===== src/rtl/seq_ctrl_pkg.sv =====
// Shared types and default sizing for the detector-comparison sequencer.
// Enable the loop feature by defining SEQ_CTRL_LOOP_EN.
package seq_ctrl_pkg;

  localparam int WIDTH_DEF = 16;
  localparam int DRAIN_DEF = 2;
  localparam int CNT_W_DEF = 8;

  typedef enum logic [1:0] {
    ST_IDLE  = 2'd0,
    ST_SHIFT = 2'd1,
    ST_DRAIN = 2'd2,
    ST_DONE  = 2'd3
  } state_e;

  function automatic logic in_run(input state_e s);
    return (s == ST_SHIFT) || (s == ST_DRAIN);
  endfunction

endpackage


===== src/rtl/seq_ctrl_sat.sv =====
// Saturating event counter with synchronous clear; clear wins over enable.
// Exposes its next value so the parent can compare counts on the same edge.
module sat_counter #(
  parameter int CNT_W = 8
) (
  input  logic             clk,
  input  logic             rstn,
  input  logic             clr,
  input  logic             en,
  output logic [CNT_W-1:0] cnt,
  output logic [CNT_W-1:0] cnt_nxt
);

  logic [CNT_W-1:0] cnt_q, cnt_d;

  always_comb begin
    cnt_d = cnt_q;
    if (clr) begin
      cnt_d = '0;
    end else if (en && (cnt_q != {CNT_W{1'b1}})) begin
      cnt_d = cnt_q + CNT_W'(1);
    end
  end

  always_ff @(posedge clk) begin
    if (!rstn) begin
      cnt_q <= '0;
    end else begin
      cnt_q <= cnt_d;
    end
  end

  assign cnt     = cnt_q;
  assign cnt_nxt = cnt_d;

endmodule


===== src/rtl/seq_ctrl.sv =====
// Drives a bit pattern serially into three detectors, counts their hits and flags disagreement.
// Optional SEQ_CTRL_LOOP_EN adds a loop input that re-runs the latched pattern from DONE.
module seq_ctrl
  import seq_ctrl_pkg::*;
#(
  parameter int WIDTH = WIDTH_DEF,
  parameter int DRAIN = DRAIN_DEF,
  parameter int CNT_W = CNT_W_DEF,
  localparam int LEN_W = $clog2(WIDTH) + 1
) (
  input  logic             clk,
  input  logic             rstn,
  input  logic             start,
  input  logic [WIDTH-1:0] pattern,
  input  logic [LEN_W-1:0] len,
  input  logic             det_moore,
  input  logic             det_mealy,
  input  logic             det_gate,
`ifdef SEQ_CTRL_LOOP_EN
  input  logic             loop,
`endif
  output logic             drv_in,
  output logic             busy,
  output logic             done,
  output logic [CNT_W-1:0] cnt_moore,
  output logic [CNT_W-1:0] cnt_mealy,
  output logic [CNT_W-1:0] cnt_gate,
  output logic             mismatch
);

  // Down-counter must hold either a bit count or a drain count (DRAIN <= 7).
  localparam int DC_W = (LEN_W > 3) ? LEN_W : 3;

  state_e           state_q, state_d;
  logic [WIDTH-1:0] sh_q, sh_d;
  logic [DC_W-1:0]  dc_q, dc_d;
  logic             mismatch_q, mismatch_d;

  logic [LEN_W-1:0] len_c;
  logic             launch, launch_new, to_drain;
  logic [WIDTH-1:0] launch_pat;
  logic [LEN_W-1:0] launch_len;
  logic [CNT_W-1:0] nxt_moore, nxt_mealy, nxt_gate;

`ifdef SEQ_CTRL_LOOP_EN
  logic [WIDTH-1:0] pat_q, pat_d;
  logic [LEN_W-1:0] len_q, len_d;
`endif

  always_comb begin
    len_c      = (len > LEN_W'(WIDTH)) ? LEN_W'(WIDTH) : len;
    launch_new = start && ((state_q == ST_IDLE) || (state_q == ST_DONE));
    launch     = launch_new;
    launch_pat = pattern;
    launch_len = len_c;
`ifdef SEQ_CTRL_LOOP_EN
    if (!launch_new && (state_q == ST_DONE) && loop) begin
      launch     = 1'b1;
      launch_pat = pat_q;
      launch_len = len_q;
    end
    pat_d = launch_new ? pattern : pat_q;
    len_d = launch_new ? len_c : len_q;
`endif
  end

  always_comb begin
    state_d  = state_q;
    sh_d     = sh_q;
    dc_d     = dc_q;
    to_drain = 1'b0;
    case (state_q)
      ST_SHIFT: begin
        sh_d = sh_q << 1;
        if (dc_q == '0) begin
          to_drain = 1'b1;
        end else begin
          dc_d = dc_q - DC_W'(1);
        end
      end
      ST_DRAIN: begin
        if (dc_q == '0) begin
          state_d = ST_DONE;
        end else begin
          dc_d = dc_q - DC_W'(1);
        end
      end
      ST_DONE: state_d = ST_IDLE;
      default: ;
    endcase

    if (launch) begin
      sh_d = launch_pat;
      if (launch_len != '0) begin
        state_d = ST_SHIFT;
        dc_d    = DC_W'(launch_len) - DC_W'(1);
      end else begin
        to_drain = 1'b1;
      end
    end

    // A zero-length drain skips the DRAIN state entirely.
    if (to_drain) begin
      if (DRAIN == 0) begin
        state_d = ST_DONE;
      end else begin
        state_d = ST_DRAIN;
        dc_d    = DC_W'((DRAIN > 0) ? DRAIN - 1 : 0);
      end
    end

    mismatch_d = launch_new ? 1'b0 : mismatch_q;
    if ((state_d == ST_DONE) && !((nxt_moore == nxt_mealy) && (nxt_mealy == nxt_gate))) begin
      mismatch_d = 1'b1;
    end
  end

  always_ff @(posedge clk) begin
    if (!rstn) begin
      state_q    <= ST_IDLE;
      sh_q       <= '0;
      dc_q       <= '0;
      mismatch_q <= 1'b0;
    end else begin
      state_q    <= state_d;
      sh_q       <= sh_d;
      dc_q       <= dc_d;
      mismatch_q <= mismatch_d;
    end
  end

`ifdef SEQ_CTRL_LOOP_EN
  always_ff @(posedge clk) begin
    if (!rstn) begin
      pat_q <= '0;
      len_q <= '0;
    end else begin
      pat_q <= pat_d;
      len_q <= len_d;
    end
  end
`endif

  assign busy     = in_run(state_q);
  assign done     = (state_q == ST_DONE);
  assign drv_in   = (state_q == ST_SHIFT) && sh_q[WIDTH-1];
  assign mismatch = mismatch_q;

  sat_counter #(.CNT_W(CNT_W)) u_cnt_moore (
    .clk(clk), .rstn(rstn), .clr(launch), .en(busy && det_moore),
    .cnt(cnt_moore), .cnt_nxt(nxt_moore)
  );

  sat_counter #(.CNT_W(CNT_W)) u_cnt_mealy (
    .clk(clk), .rstn(rstn), .clr(launch), .en(busy && det_mealy),
    .cnt(cnt_mealy), .cnt_nxt(nxt_mealy)
  );

  sat_counter #(.CNT_W(CNT_W)) u_cnt_gate (
    .clk(clk), .rstn(rstn), .clr(launch), .en(busy && det_gate),
    .cnt(cnt_gate), .cnt_nxt(nxt_gate)
  );

endmodule


===== config.mk =====
export PLATFORM = sky130hd
export DESIGN_NAME = seq_ctrl
export DESIGN_NICKNAME = d
export VERILOG_FILES = /design/src/rtl/seq_ctrl_pkg.sv /design/src/rtl/seq_ctrl_sat.sv /design/src/rtl/seq_ctrl.sv
export SDC_FILE = /design/constraint.sdc
export NUM_CORES = 1
export LEC_CHECK = 0
export CAP_MARGIN = 30
export CORE_MARGIN = 2
export CORE_UTILIZATION = 54
export CTS_CLUSTER_SIZE = 20
export DETAILED_ROUTE_END_ITERATION = 16
export PLACE_DENSITY_LB_ADDON = 0.08
export SLEW_MARGIN = 30
export SYNTH_ARGS = -nofsm -noshare
export SYNTH_HDL_FRONTEND = slang
export SYNTH_HIERARCHICAL = 1
export SYNTH_SLANG_ARGS = --single-unit

===== constraint.sdc =====
create_clock -name clk -period 3.1 [get_ports clk]
set_input_delay 0.62 -clock clk [delete_from_list [all_inputs] [get_ports clk]]
set_output_delay 0.62 -clock clk [all_outputs]
set_load 0.005 [all_outputs]

# Word-level counts from Yosys, hierarchy flattened
# Cells that the tools add are included.
[totals] elab_cells=69 input_bits=27 reg_bits=48
[op_classes] n_addsub=5 muxes=25 n_reduce_logical=20 n_eq_ne=9 bitwise_logic=1 n_lt_le_gt_ge=1
[op_table] cell="$mux 8" n=6
[op_table] cell="$mux 16" n=2
[op_table] cell="$mux 5" n=5
[op_table] cell="$add 8x1->8 const B" n=3
[op_table] cell="$ne 8x8->1 const B" n=3
[op_table] cell="$eq 8x8->1" n=2
[op_table] cell="$logic_and 1x1->1" n=10
[op_table] cell="$sub 5x1->5 const B" n=2
[op_table] cell="$mux 2" n=4
[op_table] cell="$mux 1" n=7
[op_table] cell="$eq 2x2->1 const B" n=3
[op_table] cell="$gt 5x5->1 const B" n=1
[op_table] cell="$logic_not 5->1" n=1
[op_table] cell="$reduce_bool 5->1" n=1
[op_table] cell="$pmux 2 s2" n=1
[op_table] cell="$reduce_bool 2->1" n=2
[op_table] cell="$reduce_or 2->1" n=2
[op_table] cell="$eq 2x1->1 const B" n=1
[op_table] cell="$logic_not 2->1" n=1
[op_table] cell="$logic_or 1x1->1" n=2
[op_table] cell="$logic_not 1->1" n=1
[op_table] cell="$not 1->1" n=1

# Longest topological paths before layout
# Gate-level depths: netlist of the first run.
[depth] word_depth=11 ltp_mapped=11

# By module
# Netlist of the first run, hierarchy kept.
[modules_own_cells] module="sat_counter" cells_per_inst=70 seq_area_each_um2=160.2 area_each_um2=591.8 n_inst=3
[modules_own_cells] module="seq_ctrl" cells_per_inst=163 seq_area_each_um2=480.5 area_each_um2=1451.4 n_inst=1

# Worst setup path after synthesis of the first run
# OpenSTA, ideal clock, no wires.
[synth_timing] kind="register -> register" from="register state_q[0]" to="register mismatch_q, in the netlist mismatch" setup_time_ns=0.124 slack_ns=0.381 stages_incl_launch_ff=12 t_arrival_ns=2.595 cell_sequence="dfxtp_1 > inv_1 > ha_1 > buf_6 > nor2b_1 > nand4_1 > a211oi_4 > mux2_4 > nor3_1 > o211ai_1 > nor4_1 > o41ai_2"
[synth_between] elab_chain_cells=11 elab_cells_between_ends=35
[synth_lines] item="from (decl)" line="seq_ctrl.sv:34" source="state_e state_q, state_d;"
[synth_lines] item="from (signal assigned)" line="seq_ctrl.sv:125" source="state_q <= state_d;"
[synth_lines] item="$eq 2x1->1 or $eq 2x2->1 (tied branches)" line="seq_ctrl_pkg.sv:17" source="return (s == ST_SHIFT) || (s == ST_DRAIN);"
[synth_lines] item="$logic_or 1x1->1" line="seq_ctrl_pkg.sv:17"
[synth_lines] item="$logic_and 1x1->1" line="seq_ctrl.sv:150" source=".clk(clk), .rstn(rstn), .clr(launch), .en(busy && det_moore),"
[synth_lines] item="$logic_and 1x1->1" line="seq_ctrl_sat.sv:20" source="end else if (en && (cnt_q != {CNT_W{1'b1}})) begin"
[synth_lines] item="$mux 8" line="seq_ctrl_sat.sv:20"
[synth_lines] item="$mux 8 *" line="seq_ctrl_sat.sv:18" source="if (clr) begin"
[synth_lines] item="net nxt_moore[5]" line="seq_ctrl.sv:43" source="logic [CNT_W-1:0] nxt_moore, nxt_mealy, nxt_gate;"
[synth_lines] item="$eq 8x8->1 *" line="seq_ctrl.sv:113" source="if ((state_d == ST_DONE) && !((nxt_moore == nxt_mealy) && (nxt_mealy == nxt_gate))) begin"
[synth_lines] item="$logic_and 1x1->1 *" line="seq_ctrl.sv:113"
[synth_lines] item="$logic_not 1->1 *" line="seq_ctrl.sv:113"
[synth_lines] item="$logic_and 1x1->1 *" line="seq_ctrl.sv:113"
[synth_lines] item="$mux 1 or $reduce_bool 2->1 (tied branches)"
[synth_lines] item="to (signal assigned)" line="seq_ctrl.sv:128" source="mismatch_q <= mismatch_d;"
[synth_lines] item="to (decl)" line="seq_ctrl.sv:37" source="logic mismatch_q, mismatch_d;"
# The timed path passes the listed nets; every way through them passes the cells marked *.
# A chain may end at the register's enable or synchronous reset.

# Worst setup path in the final report of the first run
# Ends and elaborated chain as after synthesis.

==> impl_metrics.csv, run 1 <==
group,metric,value,unit
die,core,5851,um^2
yosys,netlist_instances,373,
die,ios,55,
timing,slew_headroom,56.50,%
die,die_w,81.30,um
clocking,ctsHoldBuffers,0,
clocking,cts_made_buffers,5,
finish,antenna_cells,0,
clocking,cts_resized,0,
placed_design,gp_congestion,0.8185,
clocking,post-cts-setup-buffers,0,
clocking,cts_root_buffer,"clkbuf_8",
yosys,synth.distinct_cells,47,
routing,wl_per_cell,14.34,um
finish,nFillCells,518,
worst_setup_path,critPathArrivalTime,3.04,ns
timing,fin_crit,2.850,ns
worst_setup_path,cp_num_buf_inv,1,
timing,slew_violations,0,
yosys,async_flop_share,0,%
global_routing,gr-usage-met3,4.556,%
yosys,synth_top_cell_by_area,"dfxtp_1",
routing,drc,0,
die,fp.dieH,81.30,um
worst_setup_path,slowest_stage,"ha_1",
worst_setup_path,cp_top_family,"simple AND/OR/NAND/NOR gates",
power_and_ir_drop,p_leak,1.386,nW
yosys,synth_edf_count,0,
yosys,seq_area_frac_synth,29.78,%
yosys,syn_nets,409,
worst_setup_path,path_class,"flip-flop to flip-flop",
yosys,synth.most_common_cell,"dfxtp_1",
placed_design,portBuffers,54,
worst_setup_path,worst-path-max-fanout,5,
clocking,cts_buffer_depth,2,
worst_setup_path,startpoint_type,"flip-flop",
placed_design,hpwl,5335,um
yosys,synth_area,3227,um^2
run_status,status,"finished, final reports clean",
timing,worstMarginPinSlew,0.6512,ns
die,start_util,55.15,%
finish,area_growth,21.68,%
finish,final_core_util,67.11,%
worst_setup_path,required,3.29,ns
clocking,clkSinkCount,48,
clocking,tritoncts,"done",
routing,drt-pass1-iter-count,4,
routing,num_vias,2858,
routing,routed_wl,7198,um
finish,fin_nets,462,
global_routing,grt_pass1_vias,2621,
timing,rsz0062_at_grt,"false",
yosys,syn_area_per_cell,8.651,um^2
routing,routed_via_density,5.693,
power_and_ir_drop,peakVddDrop,0.0005230,V
yosys,synth_area_leaders,"dfxtp_1 30%, mux2i_1 9.3%, nand2b_1 5.0%, mux2_4 4.2%, nor3_1 4.2%",
routing,ant_nets,0,
clocking,htree_levels,2,
finish,layout-drive-gt1-share,10.54,%
global_routing,overflow,0,
global_routing,met2_usage,38.69,%
yosys,synth_seq_cells,48,
die,num_rows,28,
worst_hold_path,hold_class,"flip-flop to flip-flop",
yosys,yosys_warnings,6,
timing,hold_viol_final,0,
global_routing,grt_usage,23.54,%
flow_run,maxCapViolations,0,
timing,fin_crit_sh,91.92,%
worst_setup_path,crit_chain,"inv_1 > ha_1 > nor2b_1 > nand4_1 > a211oi_4 > mux2_4 > nor3_1 > o211ai_1 > nor4_1 > o41ai_2",
clocking,cts.clk_slew.worst_paths,0.09,ns
routing,drt-initial-drc-count,140,
global_routing,busiest_layer,"met2",
yosys,synth_top_area_share,29.78,%
clocking,clk_latency,0.30,ns
yosys,synth_top_cells_by_count,"48 x dfxtp_1, 30 x mux2i_1, 28 x nand2_1",
worst_setup_path,crit_path_end_kind,"flip-flop",
die,dieArea,6610,um^2
global_routing,antenna_found_initial,0,
timing,finalSetupViolCount,0,
global_routing,grt_util_met1,31.86,%
power_and_ir_drop,p_per_area,623.4,nW/um^2
yosys,synth_flop_cell,"dfxtp_1",
global_routing,grt_pass1_wl,12260,um
timing,fin_skew,0.004387,ns
global_routing,grt_start_max_net_pins,35,
timing,max_freq,0.3509,GHz
worst_setup_path,max_stage_delay,0.42,ns
timing,finalSetupTns,0,ns
[layer usage]
layer / vias up / part of all wire, %
li1: 1456 / -
met1: 1325 / 46
met2: 73 / 48
met3: 4 / 4.9
met4: 0 / 0.74
met5: - / 0
[state kept, by name, summed over array words and instances (netlist names)]
signal,count
state_q,2
u_cnt_mealy/cnt,8
u_cnt_gate/cnt,8
u_cnt_moore/cnt,8
mismatch,1
sh_q,16
dc_q,5
[through the flow]
step	hold WS, ns	area, um^2	setup WS (ns)	total power [mW]	cells
final	0.4931	3926	0.2505	2.448	502
after detailed placement	0.4797	3829	0.04334	2.053	494
after global placement	0.4788	3829	0.1873	2.032	494
after floorplan	0.4631	3227	0.3813	1.747	373
after CTS	0.4959	3926	0.2233	2.460	502
after global routing	0.5288	3926	0.08863	2.644	502
[logic make-up after synthesis]
family | share of synthesized area [%]
AO/OA/AOI/OAI | 15.90
XOR/XNOR | 2.714
adder cells (fa/ha/maj) | 3.490
buffers and inverters | 4.149
flip-flops | 29.78
multiplexers | 13.49
AND/OR/NAND/NOR | 30.48
[report_power, final]
group	internal, mW	switching, mW	leakage [nW]
registers	0.743	0.105	0.392
logic	0.569	0.625	0.950
clock network	0.181	0.224	0.0434
total	1.49	0.954	1.39
[worst min-delay path: stages, from the launching register on]
cell and delay (ns):
dfxtp_1 0.32, nand3b_1 0.07, a21oi_1 0.06
[path summary, 6_finish.rpt]
path                                  from       end  slack (ns)  depth (start not counted)
worst max-delay path            state_q[0]  mismatch        0.25                         10
worst min-delay path               sh_q[0]   sh_q[0]        0.49                          2
worst max register to register  state_q[0]  mismatch        0.25                         10
worst min register to register     sh_q[0]   sh_q[0]        0.49                          2
[cell type report]
cell class / count / area [um^2] / share of cell area, %
tap: 75 / 93.84 / 2.390
multi-input combinational: 298 / 2132 / 54.30
clock inverter: 2 / 15.01 / 0.3824
clock buffer: 6 / 82.58 / 2.103
sequential: 48 / 960.9 / 24.47
inverter: 11 / 41.29 / 1.052
timing repair buffer: 62 / 600.6 / 15.30
[placed cells by master (no fill, tap or decap), types with 2 or more instances in the layout]
cell | netlist | final
clkdlybuf4s50_1 | 0 | 54
dfxtp_1 | 48 | 48
mux2i_1 | 30 | 30
nand2_1 | 28 | 28
nor2_1 | 27 | 27
nor3_1 | 27 | 27
nand2b_1 | 26 | 26
a21oi_1 | 20 | 20
nor2b_1 | 15 | 15
a211oi_1 | 15 | 15
inv_1 | 10 | 10
ha_1 | 9 | 9
mux2_4 | 9 | 9
xnor2_1 | 8 | 8
o21ai_0 | 8 | 8
nand3_1 | 8 | 8
and3_1 | 8 | 8
buf_4 | 0 | 8
or3_1 | 7 | 7
nand4_1 | 7 | 7
clkbuf_8 | 0 | 6
and4_1 | 6 | 6
o21a_1 | 4 | 4
nor4_1 | 4 | 4
and4_4 | 3 | 3
a211oi_4 | 3 | 3
a21oi_2 | 3 | 3
a21boi_4 | 3 | 3
nand3b_1 | 2 | 2
xor2_1 | 2 | 2
o22ai_1 | 2 | 2
clkinvlp_4 | 0 | 2
Note: power is estimated with default switching activity, not from simulation.
==> run 2, diff against run 1 <==
--- a/config.mk
+++ b/config.mk
@@ -6,11 +6,13 @@
 export NUM_CORES = 1
 export LEC_CHECK = 0
 export CAP_MARGIN = 30
+export CELL_PAD_IN_SITES_DETAIL_PLACEMENT = 0
+export CELL_PAD_IN_SITES_GLOBAL_PLACEMENT = 1
 export CORE_MARGIN = 2
-export CORE_UTILIZATION = 54
+export CORE_UTILIZATION = 40
 export CTS_CLUSTER_SIZE = 20
 export DETAILED_ROUTE_END_ITERATION = 16
-export PLACE_DENSITY_LB_ADDON = 0.08
+export PLACE_DENSITY = 0.87
 export SLEW_MARGIN = 30
 export SYNTH_ARGS = -nofsm -noshare
 export SYNTH_HDL_FRONTEND = slang
==> run 2 against run 1 <==
- sequential power hardly changed
- largest cell class unchanged
- maximum frequency grew 1.7%
- wire length is 1.6% higher
- clock power up 20%
- clock-buffer cell count unchanged
- critical path depth stayed put
==> impl_metrics.csv, run 2 (synthesized netlist as in run 1, its figures left out) <==
group,metric,value,unit
finish,area_growth,23.85,%
clocking,cts_made_buffers,5,
timing,finalSetupViolCount,0,
routing,drt-initial-drc-count,115,
finish,antenna_cells,0,
clocking,clk_latency,0.30,ns
placed_design,placed_cells,521,
clocking,post-cts-setup-buffers,0,
routing,num_vias,2856,
global_routing,grt_start_max_net_pins,48,
routing,routed_via_density,5.399,
power_and_ir_drop,intPower,1.583,mW
worst_setup_path,critPathArrivalTime,3.00,ns
global_routing,grt_pass1_wl,12250,um
routing,ant_nets,0,
routing,drc,0,
power_and_ir_drop,peakVddDrop,0.0004529,V
timing,slew_violations,0,
finish,largest_reg_flops,16,
power_and_ir_drop,p_leak,1.407,nW
worst_setup_path,startpoint,"state_q[0]",
finish,layout-drive-gt1-share,10.54,%
finish,mostFrequentLayoutCell,"clkdlybuf4s50_1",
clocking,cts_root_buffer,"clkbuf_8",
clocking,htree_levels,2,
timing,rsz0062_at_grt,"false",
die,fp.dieH,93.82,um
timing,fin_crit_sh,90.39,%
timing,fin_skew,0.008767,ns
global_routing,grt_usage,17.16,%
worst_setup_path,crit_path_end_kind,"flip-flop",
placed_design,portBuffers,54,
placed_design,place_area,3875,um^2
routing,wl_per_cell,13.83,um
finish,finalNonFillerCells,529,
timing,finalSetupTns,0,ns
finish,fin_nets,462,
worst_setup_path,required,3.29,ns
worst_setup_path,startpoint_type,"flip-flop",
clocking,tritoncts,"done",
die,ios,55,
run_status,status,"finished, final reports clean",
die,core,7767,um^2
clocking,ctsHoldBuffers,0,
placed_design,gp_congestion,0.8570,
timing,hold_viol_final,0,
clocking,clkSinkCount,48,
routing,routed_wl,7316,um
power_and_ir_drop,p_per_area,634.0,nW/um^2
timing,hold_ws,0.5027,ns
timing,worstMarginPinSlew,0.6091,ns
power_and_ir_drop,seq_power_share,33.4,%
routing,drt-pass1-iter-count,4,
power_and_ir_drop,pwr-share-clk,19.1,%
power_and_ir_drop,power.switching,950.4,uW
finish,final_area,3996,um^2
clocking,cts_resized,0,
timing,max_freq,0.3569,GHz
die,die_w,93.82,um
finish,mostFrequentLayoutCells,"54 x clkdlybuf4s50_1, 48 x dfxtp_1, 30 x mux2i_1",
clocking,cts_buffer_depth,2,
worst_setup_path,worst-path-max-fanout,5,
global_routing,overflow,0,
worst_setup_path,r2r_start,"state_q[0]",
die,num_rows,32,
global_routing,antenna_found_initial,0,
worst_setup_path,path_class,"flip-flop to flip-flop",
flow_run,maxCapViolations,0,
worst_hold_path,hold_class,"flip-flop to flip-flop",
power_and_ir_drop,swShare,37.51,%
global_routing,grt_pass1_vias,2601,
worst_hold_path,hold_path_startpoint,"sh_q[0]",
placed_design,hpwl,5506,um
die,dieArea,8801,um^2
finish,top_register,"sh_q",
timing,fin_crit,2.802,ns
die,start_util,41.54,%
clocking,cts.clk_slew.worst_paths,0.10,ns
timing,slew_headroom,59.31,%
power_and_ir_drop,p_comb_share,47.5,%
## run 2: power by group through the flow
stage	Clock [mW]	Sequential, mW	Combinational (mW)
after floorplan	0	0.839	0.909
after global placement	0	0.858	1.20
after detailed placement	0	0.862	1.21
after CTS	0.501	0.847	1.22
after global routing	0.518	0.869	1.35
final	0.484	0.846	1.20
## run 2: final cells by class
type,instances,area (um^2)
clock buffer,6,82.58
clock inverter,2,38.79
fill,761,3771
inverter,11,41.29
multi-input combinational,298,2132
sequential,48,960.9
tap,102,127.6
timing repair buffer,62,613.1
## run 2: worst paths after layout
kind | to | slack [ns] | cells past startpoint
max | mismatch | 0.30 | 10
max reg2reg | mismatch | 0.30 | 10
min | sh_q[0] | 0.50 | 2
min reg2reg | sh_q[0] | 0.50 | 2
## run 2: layer usage
metal,global-route usage [%],vias up,wire [um]
met5,0,-,0
met4,5.797,0,147
met3,3.531,11,345
met2,28.21,67,3390
met1,22.34,1320,3432
li1,-,1458,-
## run 2: worst max-delay path: stages, from the launching register on
cell	delay (ns)
dfxtp_1	0.39
inv_1	0.06
ha_1	0.42
nor2b_1	0.20
nand4_1	0.21
a211oi_4	0.31
mux2_4	0.34
nor3_1	0.18
o211ai_1	0.10
nor4_1	0.37
o41ai_2	0.12
## run 2: per-stage QoR
step	util [%]	total power, mW	setup slack (ns)
2_1_floorplan	-	1.747	0.3813
3_3_place_gp	49.89	2.055	0.1642
3_5_place_dp	49.89	2.071	0.05783
4_1_cts	51.45	2.564	0.2812
5_1_grt	51.45	2.738	0.08968
6_report	51.45	2.534	0.2979
